===== src/rtl/fp_mult_result_buffer_if.sv =====
// Handshake bundle between fp_mult_top, the result buffer and its consumer.
// The slave modport is the buffer's view; master is the surrounding producer/consumer.
interface fp_mult_result_buffer_if;
  logic        in_valid;
  logic        in_ready;
  logic [31:0] in_z;
  logic [7:0]  in_status;
  logic        out_valid;
  logic        out_ready;
  logic [31:0] out_z;
  logic [7:0]  out_status;

  modport slave (
    input  in_valid, in_z, in_status, out_ready,
    output in_ready, out_valid, out_z, out_status
  );

  modport master (
    output in_valid, in_z, in_status, out_ready,
    input  in_ready, out_valid, out_z, out_status
  );
endinterface


===== src/rtl/fp_mult_result_buffer.sv =====
// First-word-fall-through queue for multiplier products and status, with a sticky
// status OR, a saturating exception counter and a saturating drop counter.
module fp_mult_result_buffer #(
  parameter int DEPTH = 8,
  parameter int CNT_W = 16
) (
  input  logic                       clk,
  input  logic                       rst,
  fp_mult_result_buffer_if.slave     bus,
  output logic [$clog2(DEPTH):0]     count,
  output logic [7:0]                 sticky_status,
  input  logic                       sticky_clr,
  output logic [CNT_W-1:0]           exc_count,
  output logic [CNT_W-1:0]           drop_count,
  output logic                       overflow
);
  localparam int AW = $clog2(DEPTH);
  localparam int CW = AW + 1;

  logic [31:0]   mem_z  [DEPTH];
  logic [7:0]    mem_st [DEPTH];
  logic [AW-1:0] wr_ptr, rd_ptr;
  logic          push, pop, drop, exc_hit;

  // Flow control looks only at occupancy so neither side sees a combinational loop.
  assign bus.in_ready  = (count != CW'(DEPTH));
  assign bus.out_valid = (count != '0);
  assign push    = bus.in_valid & bus.in_ready;
  assign pop     = bus.out_valid & bus.out_ready;
  assign drop    = bus.in_valid & ~bus.in_ready;
  assign exc_hit = bus.in_status[1] | bus.in_status[2];

  assign bus.out_z      = bus.out_valid ? mem_z[rd_ptr]  : 32'h0;
  assign bus.out_status = bus.out_valid ? mem_st[rd_ptr] : 8'h0;

  // Storage needs no reset; reads are masked while empty.
  always_ff @(posedge clk) begin
    if (push) begin
      mem_z[wr_ptr]  <= bus.in_z;
      mem_st[wr_ptr] <= bus.in_status;
    end
  end

  always_ff @(posedge clk or posedge rst) begin
    if (rst) begin
      wr_ptr <= '0;
      rd_ptr <= '0;
      count  <= '0;
    end else begin
      if (push) wr_ptr <= wr_ptr + 1'b1;
      if (pop)  rd_ptr <= rd_ptr + 1'b1;
      if (push && !pop)      count <= count + 1'b1;
      else if (pop && !push) count <= count - 1'b1;
    end
  end

  // A clear still folds in this cycle's push/drop so no event is lost across it.
  always_ff @(posedge clk or posedge rst) begin
    if (rst) begin
      sticky_status <= '0;
      exc_count     <= '0;
      drop_count    <= '0;
      overflow      <= 1'b0;
    end else if (sticky_clr) begin
      sticky_status <= push ? bus.in_status : 8'h0;
      exc_count     <= CNT_W'(push & exc_hit);
      drop_count    <= CNT_W'(drop);
      overflow      <= drop;
    end else begin
      if (push) sticky_status <= sticky_status | bus.in_status;
      if (push && exc_hit && exc_count != '1) exc_count <= exc_count + 1'b1;
      if (drop && drop_count != '1)           drop_count <= drop_count + 1'b1;
      if (drop) overflow <= 1'b1;
    end
  end
endmodule


===== src/flat_wrapper.sv =====
// flat-port wrapper written by rule: the top's interface ports become plain ports
module fp_mult_result_buffer_flat 
#(
  parameter int DEPTH = 8,
  parameter int CNT_W = 16
)
  (clk, rst, count, sticky_status, sticky_clr, exc_count, drop_count, overflow, bus_in_valid, bus_in_z, bus_in_status, bus_out_ready, bus_in_ready, bus_out_valid, bus_out_z, bus_out_status);
  fp_mult_result_buffer_if bus_i ();
  input  logic clk;
  input  logic rst;
  output logic [$clog2(DEPTH):0] count;
  output logic [7:0] sticky_status;
  input  logic sticky_clr;
  output logic [CNT_W-1:0] exc_count;
  output logic [CNT_W-1:0] drop_count;
  output logic overflow;
  input wire logic [$bits(bus_i.in_valid)-1:0] bus_in_valid;
  input wire logic [$bits(bus_i.in_z)-1:0] bus_in_z;
  input wire logic [$bits(bus_i.in_status)-1:0] bus_in_status;
  input wire logic [$bits(bus_i.out_ready)-1:0] bus_out_ready;
  output wire logic [$bits(bus_i.in_ready)-1:0] bus_in_ready;
  output wire logic [$bits(bus_i.out_valid)-1:0] bus_out_valid;
  output wire logic [$bits(bus_i.out_z)-1:0] bus_out_z;
  output wire logic [$bits(bus_i.out_status)-1:0] bus_out_status;
  assign bus_i.in_valid = bus_in_valid;
  assign bus_i.in_z = bus_in_z;
  assign bus_i.in_status = bus_in_status;
  assign bus_i.out_ready = bus_out_ready;
  assign bus_in_ready = bus_i.in_ready;
  assign bus_out_valid = bus_i.out_valid;
  assign bus_out_z = bus_i.out_z;
  assign bus_out_status = bus_i.out_status;
  fp_mult_result_buffer #(.DEPTH(DEPTH), .CNT_W(CNT_W)) u_core (.clk(clk), .rst(rst), .bus(bus_i), .count(count), .sticky_status(sticky_status), .sticky_clr(sticky_clr), .exc_count(exc_count), .drop_count(drop_count), .overflow(overflow));
endmodule

===== config.mk =====
export PLATFORM = sky130hd
export DESIGN_NAME = fp_mult_result_buffer_flat
export DESIGN_NICKNAME = d
export VERILOG_FILES = /design/src/rtl/fp_mult_result_buffer_if.sv /design/src/rtl/fp_mult_result_buffer.sv /design/src/flat_wrapper.sv
export SDC_FILE = /design/constraint.sdc
export NUM_CORES = 1
export LEC_CHECK = 0
export BUFFER_PORTS_ARGS = -buffer_cell sky130_fd_sc_hd__buf_2
export CAP_MARGIN = 25
export CORE_MARGIN = 2
export CORE_UTILIZATION = 60
export CTS_CLUSTER_DIAMETER = 30
export CTS_CLUSTER_SIZE = 10
export DETAILED_ROUTE_END_ITERATION = 7
export PLACE_DENSITY = 0.9
export SYNTH_ARGS = -nofsm -noshare
export SYNTH_HDL_FRONTEND = slang
export SYNTH_SLANG_ARGS = --single-unit

===== constraint.sdc =====
create_clock -name clk -period 12.9 [get_ports clk]
set_input_delay 0.645 -clock clk [delete_from_list [all_inputs] [get_ports clk]]
set_output_delay 0.645 -clock clk [all_outputs]
set_load 0.05 [all_outputs]

**Yosys cells after proc, flatten, opt, wreduce, memory -nomap -nowiden**

Memory sizes are Yosys's and may differ from the RTL's.
Cells that the tools add are included.

- Word-level logic and storage cells: 53
- Memory bits (writable): 320
- Register bits: 51
- Output and inout bits: 87
- Memories: 2
- Input bits: 45

Memories:

| memory | words | width | rd ports | clocked after memory_dff | wr ports | RTL line | RTL |
|---|---|---|---|---|---|---|---|
| u_core.mem_z | 8 | 32 | 1 | 0 | 1 | fp_mult_result_buffer.sv:20 | `logic [31:0] mem_z [DEPTH];` |
| u_core.mem_st | 8 | 8 | 1 | 0 | 1 | fp_mult_result_buffer.sv:21 | `logic [7:0] mem_st [DEPTH];` |

- Multiplexer cells: 15
- Bitwise gates (word level): 7
- Add/subtract/negate cells: 6
- Eq/ne operators: 3
- Reduce and logical (&&, ||, !) cells: 13

Operator list:

| kind | count |
|---|---|
| 2-to-1 mux 16 bit | 4 |
| adder 16 x 1 -> 16 bit (second input constant) | 2 |
| 2-to-1 mux 32 bit | 1 |
| 2-to-1 mux 8 bit | 4 |
| != test 16 bit (second input constant) | 2 |
| nonzero test 2 bit | 5 |
| 2-to-1 mux 4 bit | 2 |
| bitwise OR 8 bit | 1 |
| adder 3 x 1 -> 3 bit (second input constant) | 2 |
| logical AND 1 bit | 5 |
| adder 4 x 1 -> 4 bit (second input constant) | 1 |
| bitwise AND 1 bit | 4 |
| 2-to-1 mux 1 bit | 4 |
| != test 4 bit (second input constant) | 1 |
| nonzero test 4 bit | 1 |
| subtractor 4 x 1 -> 4 bit (second input constant) | 1 |
| logical NOT 1 bit | 2 |
| inverter 1 bit | 1 |
| bitwise OR 1 bit | 1 |

**Longest topological paths before layout**

Gate-level depths: netlist of run 1.

- Word-level depth: 6
- Mapped depth: 13

**Least setup slack after synthesis of run 1**

No wires, ideal clock.

- Kind: flip-flop to flip-flop
- Start: register u_core.count[0]
- End: memory u_core.mem_st[0][0], enable pin
- Stages on the path, launching flop included: 5
- Setup slack: 7165 ps
- Arrival time: 5198 ps
- Buffers on the path: 0
- Data required time: 12363 ps
- Library setup time: 537 ps
- Path through: dfrtp_1 nor4b_4 inv_2 nand2_1 nor4_1

- Cells in the longest elaborated chain, start to end: 4

RTL lines:

| item | RTL line | RTL |
|---|---|---|
| from (decl) | fp_mult_result_buffer.sv:10 | `output logic [$clog2(DEPTH):0] count,` |
| from (signal assigned) | fp_mult_result_buffer.sv:52 | `if (push && !pop) count <= count + 1'b1;` |
| from (signal assigned) | fp_mult_result_buffer.sv:53 | `else if (pop && !push) count <= count - 1'b1;` |
| != test 4 bit | fp_mult_result_buffer.sv:26 | `assign bus.in_ready = (count != CW'(DEPTH));` |
| named net bus_in_ready | flat_wrapper.sv:21 | `output wire logic [$bits(bus_i.in_ready)-1:0] bus_in_ready;` |
| bitwise AND 1 bit | fp_mult_result_buffer.sv:28 | `assign push = bus.in_valid & bus.in_ready;` |
| 2-to-1 mux 1 bit | fp_mult_result_buffer.sv:38 | `if (push) begin` |
| 2-to-1 mux 1 bit (not written as such) | fp_mult_result_buffer.sv:40 | `mem_st[wr_ptr] <= bus.in_status;` |
| to (decl) | fp_mult_result_buffer.sv:21 |  |

The timed path passes the listed nets, and every way through them passes these cells.

**Worst setup path after layout of run 1**

- Start: register u_core.rd_ptr[0]
- End: output port bus_out_z[31]

- Cells in the longest elaborated chain, start to end: 2

RTL lines:

| item | RTL line | RTL |
|---|---|---|
| from (decl) | fp_mult_result_buffer.sv:22 | `logic [AW-1:0] wr_ptr, rd_ptr;` |
| from (signal assigned) | fp_mult_result_buffer.sv:51 | `if (pop) rd_ptr <= rd_ptr + 1'b1;` |
| memory read (8 x 32 bit) | -- |  |
| 2-to-1 mux 32 bit | fp_mult_result_buffer.sv:33 | `assign bus.out_z = bus.out_valid ? mem_z[rd_ptr] : 32'h0;` |
| to (decl) | flat_wrapper.sv:23 | `output wire logic [$bits(bus_i.out_z)-1:0] bus_out_z;` |

No other way between the ends.

==> flow_summary_export.csv, run 1 <==
group,metric,value,unit
sta,maxSlewViolCount,0,
cts,clock_sinks,371,
route,vias,8124,
cts,cts_made_buffers,60,
synth,ys_top_cells_by_area,"edfxtp_1 (65%), mux4_2 (12%), dfrtp_1 (8.6%)",
power,power.share.clock,0.336,
power,pwr-share-comb,0.319,
floorplan,core,0.0242,mm^2
synth,synth_top_area_share,0.648,
route,top_layer,"met5",
power,ir_drop,0.000188,V
route,wl_met2,18700,um
layout,ff_latch_area,0.0109,mm^2
sta,setup_ws,8.69,ns
route,routed-wl-met3,2620,um
route,detail_route.first_pass.iterations,8,
power,switchingPower,1720,uW
floorplan,die_w,161,um
route,drc,0,
power,power_density,264,mW/mm^2
status,status,"finished clean",
synth,synth-edff-count,320,
synth,synthesis.nets,821,
power,p_int,3010,uW
sta,post-route-period-util,0.326,
placement,pre_cts_ws,9.28,ns
cts,htree_levels,2,
layout,drive_above_1_share,0.356,
synth,yosysWarnings,0,
sta,hold_viol_final,0,
sta,maxSlewHeadroom,0.391,
cts,path_clk_slew,0.05,ns
floorplan,die-area,0.0260,mm^2
sta,setup_tns,0,ns
route,ant_nets,0,
min_path,min_path_type,"in -> async",
critical_path,crit_type,"reg -> out",
route,drt-initial-drc-count,742,
floorplan,die_h,161,um
critical_path,endpoint_kind,"primary output",
cts,cts-resized-gates,0,
synth,synth_seq_cells,371,
route,drt-wirelength-per-cell,26.7,um
cts,clockRootBuffer,"clkbuf_16",
cts,cts_tree,"yes",
job,cap_viol_max_count,0,
sta,fmax,238,MHz
synth,synthDistinctLibCells,54,
route,wl_met1,12700,um
synth,synth_top_cell_by_area,"edfxtp_1",
synth,ys.flop_type,"edfxtp_1",
critical_path,cp.arrival,3.56,ns
power,seqPwrFrac,0.345,
critical_path,path_max_fanout,45,
global_route,overflow,0,
layout,multi_input_area,0.00379,mm^2
floorplan,start_util,0.611,
floorplan,fp-row-count,57,
synth,synthCells,768,
critical_path,startpoint_type,"flop",
cts,cts_hold_buf,0,
cts,cts_max_path_buffers,3,
cts,post-cts-setup-buffer-count,0,
synth,netlist_area,0.0148,mm^2
power,sw_frac_of_total,0.363,
sta,min_period,4.21,ns
sta,rsz0062_at_grt,"false",
sta,skew,0.0237,ns
synth,yosysSeqAreaShare,0.735,
layout,areaGrowthSynthToFinish,21.0,%
global_route,first_global_vias,8741,
sta,setup_viol_count_final,0,
placement,place.gp.congestion,0.825,
synth,synth_common_cells,"edfxtp_1 (320), mux4_2 (80), nor2_1 (65), dfrtp_1 (51), mux2i_1 (42)",
synth,async_flop_share,0.137,
global_route,grt.total_usage,0.280,
power,leakage,0.00649,uW
cts,insertion_delay,0.58,ns
synth,yosysMostFrequentCell,"edfxtp_1",
synth,syn_area_per_cell,19.3,um^2
layout,fillCellCount,1356,
placement,dp_hpwl,17700,um
layout,final_nets,993,
sta,worst_slew_pin_slew,0.914,ns
route,wirelength,35000,um
critical_path,cp.required,12.26,ns
global_route,grt_pass1_wl,53600,um
floorplan,num_io_pins,132,
placement,portBuffers,131,
global_route,grt_max_degree,55,
route,vias_per_cell,6.19,
global_route,antenna_found_initial,3,
## per-stage QoR
stage | std cells | area [um^2] | power (uW) | hold WS, ns | util
5_1_grt | 1312 | 17900 | 4880 | 0.302 | 0.740
6_report | 1312 | 17900 | 4730 | 0.238 | 0.740
3_3_place_gp | 1201 | 15900 | 3080 | 0.485 | 0.656
2_1_floorplan | 768 | 14800 | 2750 | 0.518 | -
3_5_place_dp | 1202 | 15900 | 3130 | 0.488 | 0.657
4_1_cts | 1310 | 17900 | 4760 | 0.252 | 0.739
## kinds of logic (layout without fill, tap and decap cells)
logic type | Yosys count | in the layout | synth area share
AOI/OAI and AO/OA | 49 | 49 | 0.0289
xor gates and xnor gates | 24 | 24 | 0.0142
adders and majority gates | 8 | 8 | 0.00726
buffers and inverters | 49 | 267 | 0.0133
DFF | 371 | 371 | 0.735
muxes | 125 | 125 | 0.152
other | 0 | 2 | 0
and+or+nand+nor | 142 | 142 | 0.0495
## worst max-delay path, cell delays in order (launching register included)
cell and delay, ns:
dfrtp_4 0.91, buf_4 0.83, mux4_2 0.60, mux2i_1 0.25
nor2_1 0.10, buf_2 0.25
## area by class of cell
| class | count | area share |
|---|---|---|
| multi-input combinational | 348 | 0.211 |
| inverter | 13 | 0.00272 |
| clock inverter | 37 | 0.0252 |
| sequential | 371 | 0.607 |
| clock buffer | 71 | 0.0866 |
| timing repair buffer | 146 | 0.0439 |
| antenna | 2 | 0.000279 |
| tap | 324 | 0.0226 |
## cell usage in the layout (no fill, tap or decap), types with 7 or more instances in the layout
cell / instances
buf_4: 14
buf_2: 131
nand2_1: 17
a22o_1: 8
clkbuf_1: 10
nand3_1: 13
mux4_2: 80
clkbuf_16: 60
clkinv_2: 10
nor2_1: 62
mux2i_1: 42
bufinv_16: 8
ha_1: 7
xnor2_1: 21
dfrtp_1: 48
edfxtp_1: 320
inv_1: 10
a21oi_1: 10
## power by group through the flow
stage               registers, uW  clock network [uW]  logic (uW)
finish                       1630                1590        1510
CTS                          1640                1600        1520
floorplan                    1620                   0        1130
detailed placement           1640                   0        1490
global route                 1650                1650        1580
global placement             1660                   0        1420
## worst paths after layout
| path | start | end | slack [ns] | depth (start not counted) |
|---|---|---|---|---|
| worst min register to register | u_core.sticky_status[5] | u_core.sticky_status[5] | 0.50 | 1 |
| min in group clk | bus_in_z[3] | u_core.mem_z[4][3] | 0.34 | 1 |
| max in group asynchronous | rst | u_core.rd_ptr[0] | 12.11 | 3 |
| worst max register to register | u_core.count[0] | u_core.count[3] | 9.71 | 12 |
| worst max-delay path | u_core.rd_ptr[0] | bus_out_z[31] | 8.69 | 5 |
| worst min-delay path | rst | u_core.sticky_status[4] | 0.24 | 3 |
## per-layer routing
layer / global-route usage / vias up
met5: 0 / -
met4: 0.0950 / 2
met3: 0.0493 / 65
met2: 0.496 / 435
met1: 0.354 / 4165
li1: - / 3457
## sequential cells by signal, summed over array words and instances, names as in the netlist
register	cells
u_core.count	4
u_core.drop_count	16
u_core.exc_count	16
u_core.mem_st	64
u_core.mem_z	256
u_core.overflow	1
u_core.rd_ptr	3
u_core.sticky_status	8
u_core.wr_ptr	3
No activity file was read; power rests on OpenSTA's default activity.
==> run 2, diff against run 1 <==
- CORE_UTILIZATION: 60 -> 53
- PLACE_DENSITY: 0.9 -> 0.85
- clock period: 12.9 -> 3.5 ns (I/O delays scaled with it)
==> run 2 against run 1 <==
Effect of this change: first-iteration DRC count grew 21%; count of clock-buffer cells in the layout is 5 higher; global-route usage shrank 3.7 points; register-to-register slack got worse by 9.1 ns; sequential share of layout area is 2.4 points lower; via count increased by 2.4%; design area rose by 4.2%; die area grew 13%; total power grew to 3.8 times the previous value; utilization down 6.4 points; critical path depth increased by 2; critical endpoint is now u_core.mem_z[3][8]; largest cell class unchanged.
==> flow_summary_export.csv, run 2 (synthesized netlist as in run 1, its figures left out) <==
group,metric,value,unit
critical_path,path_delay_family,"simple AND/OR/NAND/NOR gates",
layout,reg.largest.list,"u_core.mem_z x256, u_core.mem_st x64",
critical_path,crit_slowest_cell,"nor2_4",
critical_path,reg2reg_depth,7,
global_route,antenna_found_initial,1,
critical_path,crit_type,"reg -> reg",
placement,place.gp.congestion,0.822,
layout,largest_register_ffs,256,
route,drt-initial-drc-count,901,
sta,setup_viol_count_final,0,
min_path,hp-start,"bus_in_valid",
power,ir_drop,0.000581,V
floorplan,num_io_pins,132,
critical_path,worst-path-buf-inv,3,
sta,skew,0.0197,ns
route,wirelength,34600,um
cts,cts_tree,"yes",
critical_path,slowest_delay,0.78,ns
layout,final_cells,1421,
min_path,hold_path_depth,5,
job,cap_viol_max_count,0,
floorplan,die_w,171,um
sta,hold_slack,0.0794,ns
power,power_density,963,mW/mm^2
floorplan,die_h,171,um
critical_path,startpoint_type,"flop",
layout,areaGrowthSynthToFinish,26.1,%
route,ant_nets,0,
layout,largest_register,"u_core.mem_z",
sta,maxSlewHeadroom,0.392,
critical_path,r2r_slack,0.58,ns
route,vias_per_cell,5.85,
sta,maxSlewViolCount,0,
floorplan,core,0.0276,mm^2
placement,portBuffers,131,
sta,rsz0062_at_grt,"false",
cts,htree_levels,3,
sta,fmax,342,MHz
route,drc,0,
layout,layout_commonest_cell,"edfxtp_1",
placement,placed_cells,1258,
critical_path,crit_path_frequent_cell,"nand2_1",
critical_path,cp.required,3.72,ns
critical_path,rr_endpoint,"u_core.mem_z[3][8]",
critical_path,timing.rr.start,"u_core.count[0]",
cts,cts_made_buffers,67,
global_route,grt_pass1_wl,52000,um
global_route,grt.total_usage,0.243,
placement,pre_cts_ws,0.569,ns
sta,setup_tns,0,ns
cts,path_clk_slew,0.05,ns
power,total_power,18000,uW
cts,insertion_delay,0.56,ns
cts,clock_sinks,371,
cts,post-cts-setup-buffer-count,0,
global_route,overflow,0,
sta,worst_slew_pin_slew,0.912,ns
route,vias,8315,
min_path,min_path_type,"in -> reg",
global_route,first_global_vias,8734,
sta,hold_viol_final,0,
sta,post-route-period-util,0.835,
min_path,whs_endpoint,"u_core.drop_count[2]",
layout,final_nets,1044,
critical_path,path_max_fanout,23,
layout,antennaDiodeCount,0,
placement,dp_hpwl,17400,um
cts,clockRootBuffer,"clkbuf_16",
floorplan,die-area,0.0293,mm^2
route,drt-wirelength-per-cell,24.3,um
layout,layout_common_cells,"edfxtp_1 (320), buf_2 (131), mux4_2 (80)",
sta,setup_ws,0.578,ns
power,leakage,0.00678,uW
floorplan,start_util,0.536,
status,status,"finished clean",
global_route,grt_max_degree,53,
sta,min_period,2.92,ns
floorplan,fp-row-count,61,
layout,drive_above_1_share,0.346,
cts,cts_max_path_buffers,3,
critical_path,crit_chain,"nor4b_4 > inv_2 > nand2_1 > inv_1 > nand2_1 > nor2_4 > buf_4",
critical_path,cp.arrival,3.15,ns
route,detail_route.first_pass.iterations,5,
critical_path,endpoint_kind,"flop",
==> run 2: cell types whose count changed in the layout (fill, tap and decap cells not counted), sizes merged <==
cell	before	now
dlygate4sd3	0	42
clkbuf	71	76
clkinv	19	24
clkinvlp	3	6
buf	146	148
bufinv	8	6
diode	2	0
inv	20	22
==> run 2: metal layers <==
metal | part of all wire | track usage | vias up
met3 | 0.082 | 0.0688 | 65
met1 | 0.39 | 0.311 | 4273
li1 | - | - | 3568
met2 | 0.51 | 0.403 | 407
met4 | 0.022 | 0.0855 | 2
met5 | 0.00052 | 0 | -
==> run 2: through the flow <==
stage,instance area (um^2),util
3_5_place_dp,16000,0.581
6_report,18700,0.676
4_1_cts,18700,0.676
2_1_floorplan,14800,-
3_3_place_gp,16000,0.581
5_1_grt,18700,0.676
==> run 2: worst min-delay path, stage by stage <==
cell     delay (ns)
buf_2          0.14
nand3_1        0.08
a21oi_1        0.05
xnor2_1        0.12
nor2_1         0.03
==> run 2: power by group <==
group / internal, uW / switching [uW]
Clock: 4060 / 2260
Combinational: 1900 / 3780
Sequential: 5510 / 487
Total: 11500 / 6530
==> run 2: cell type report <==
class,instances,area [um^2]
Clock buffer,76,1730
Clock inverter,45,487
Fill cell,1716,8950
Inverter,13,48.8
Multi-Input combinational cell,348,3800
Sequential cell,371,10900
Tap cell,378,473
Timing Repair Buffer,190,1240
==> run 2: worst max-delay path by stage <==
stage	startpoint	to	slack, ns	depth (start not counted)
finish	u_core.count[0]	u_core.mem_z[3][8]	0.58	7
global placement	u_core.count[0]	u_core.count[3]	0.70	12
CTS	u_core.count[0]	u_core.mem_z[3][31]	0.53	7
floorplan	u_core.count[0]	u_core.mem_st[2][0]	-1.18	4
detailed placement	u_core.count[0]	u_core.mem_z[3][17]	0.57	7
global route	u_core.count[0]	u_core.mem_z[3][21]	0.39	7
==> run 2: repair_timing <==
action | CTS | global route
hold buffers | 42 | 0
setup endpoints to repair | 0 | 0
hold endpoints to repair | 358 | 0
gates resized for setup | 0 | 0
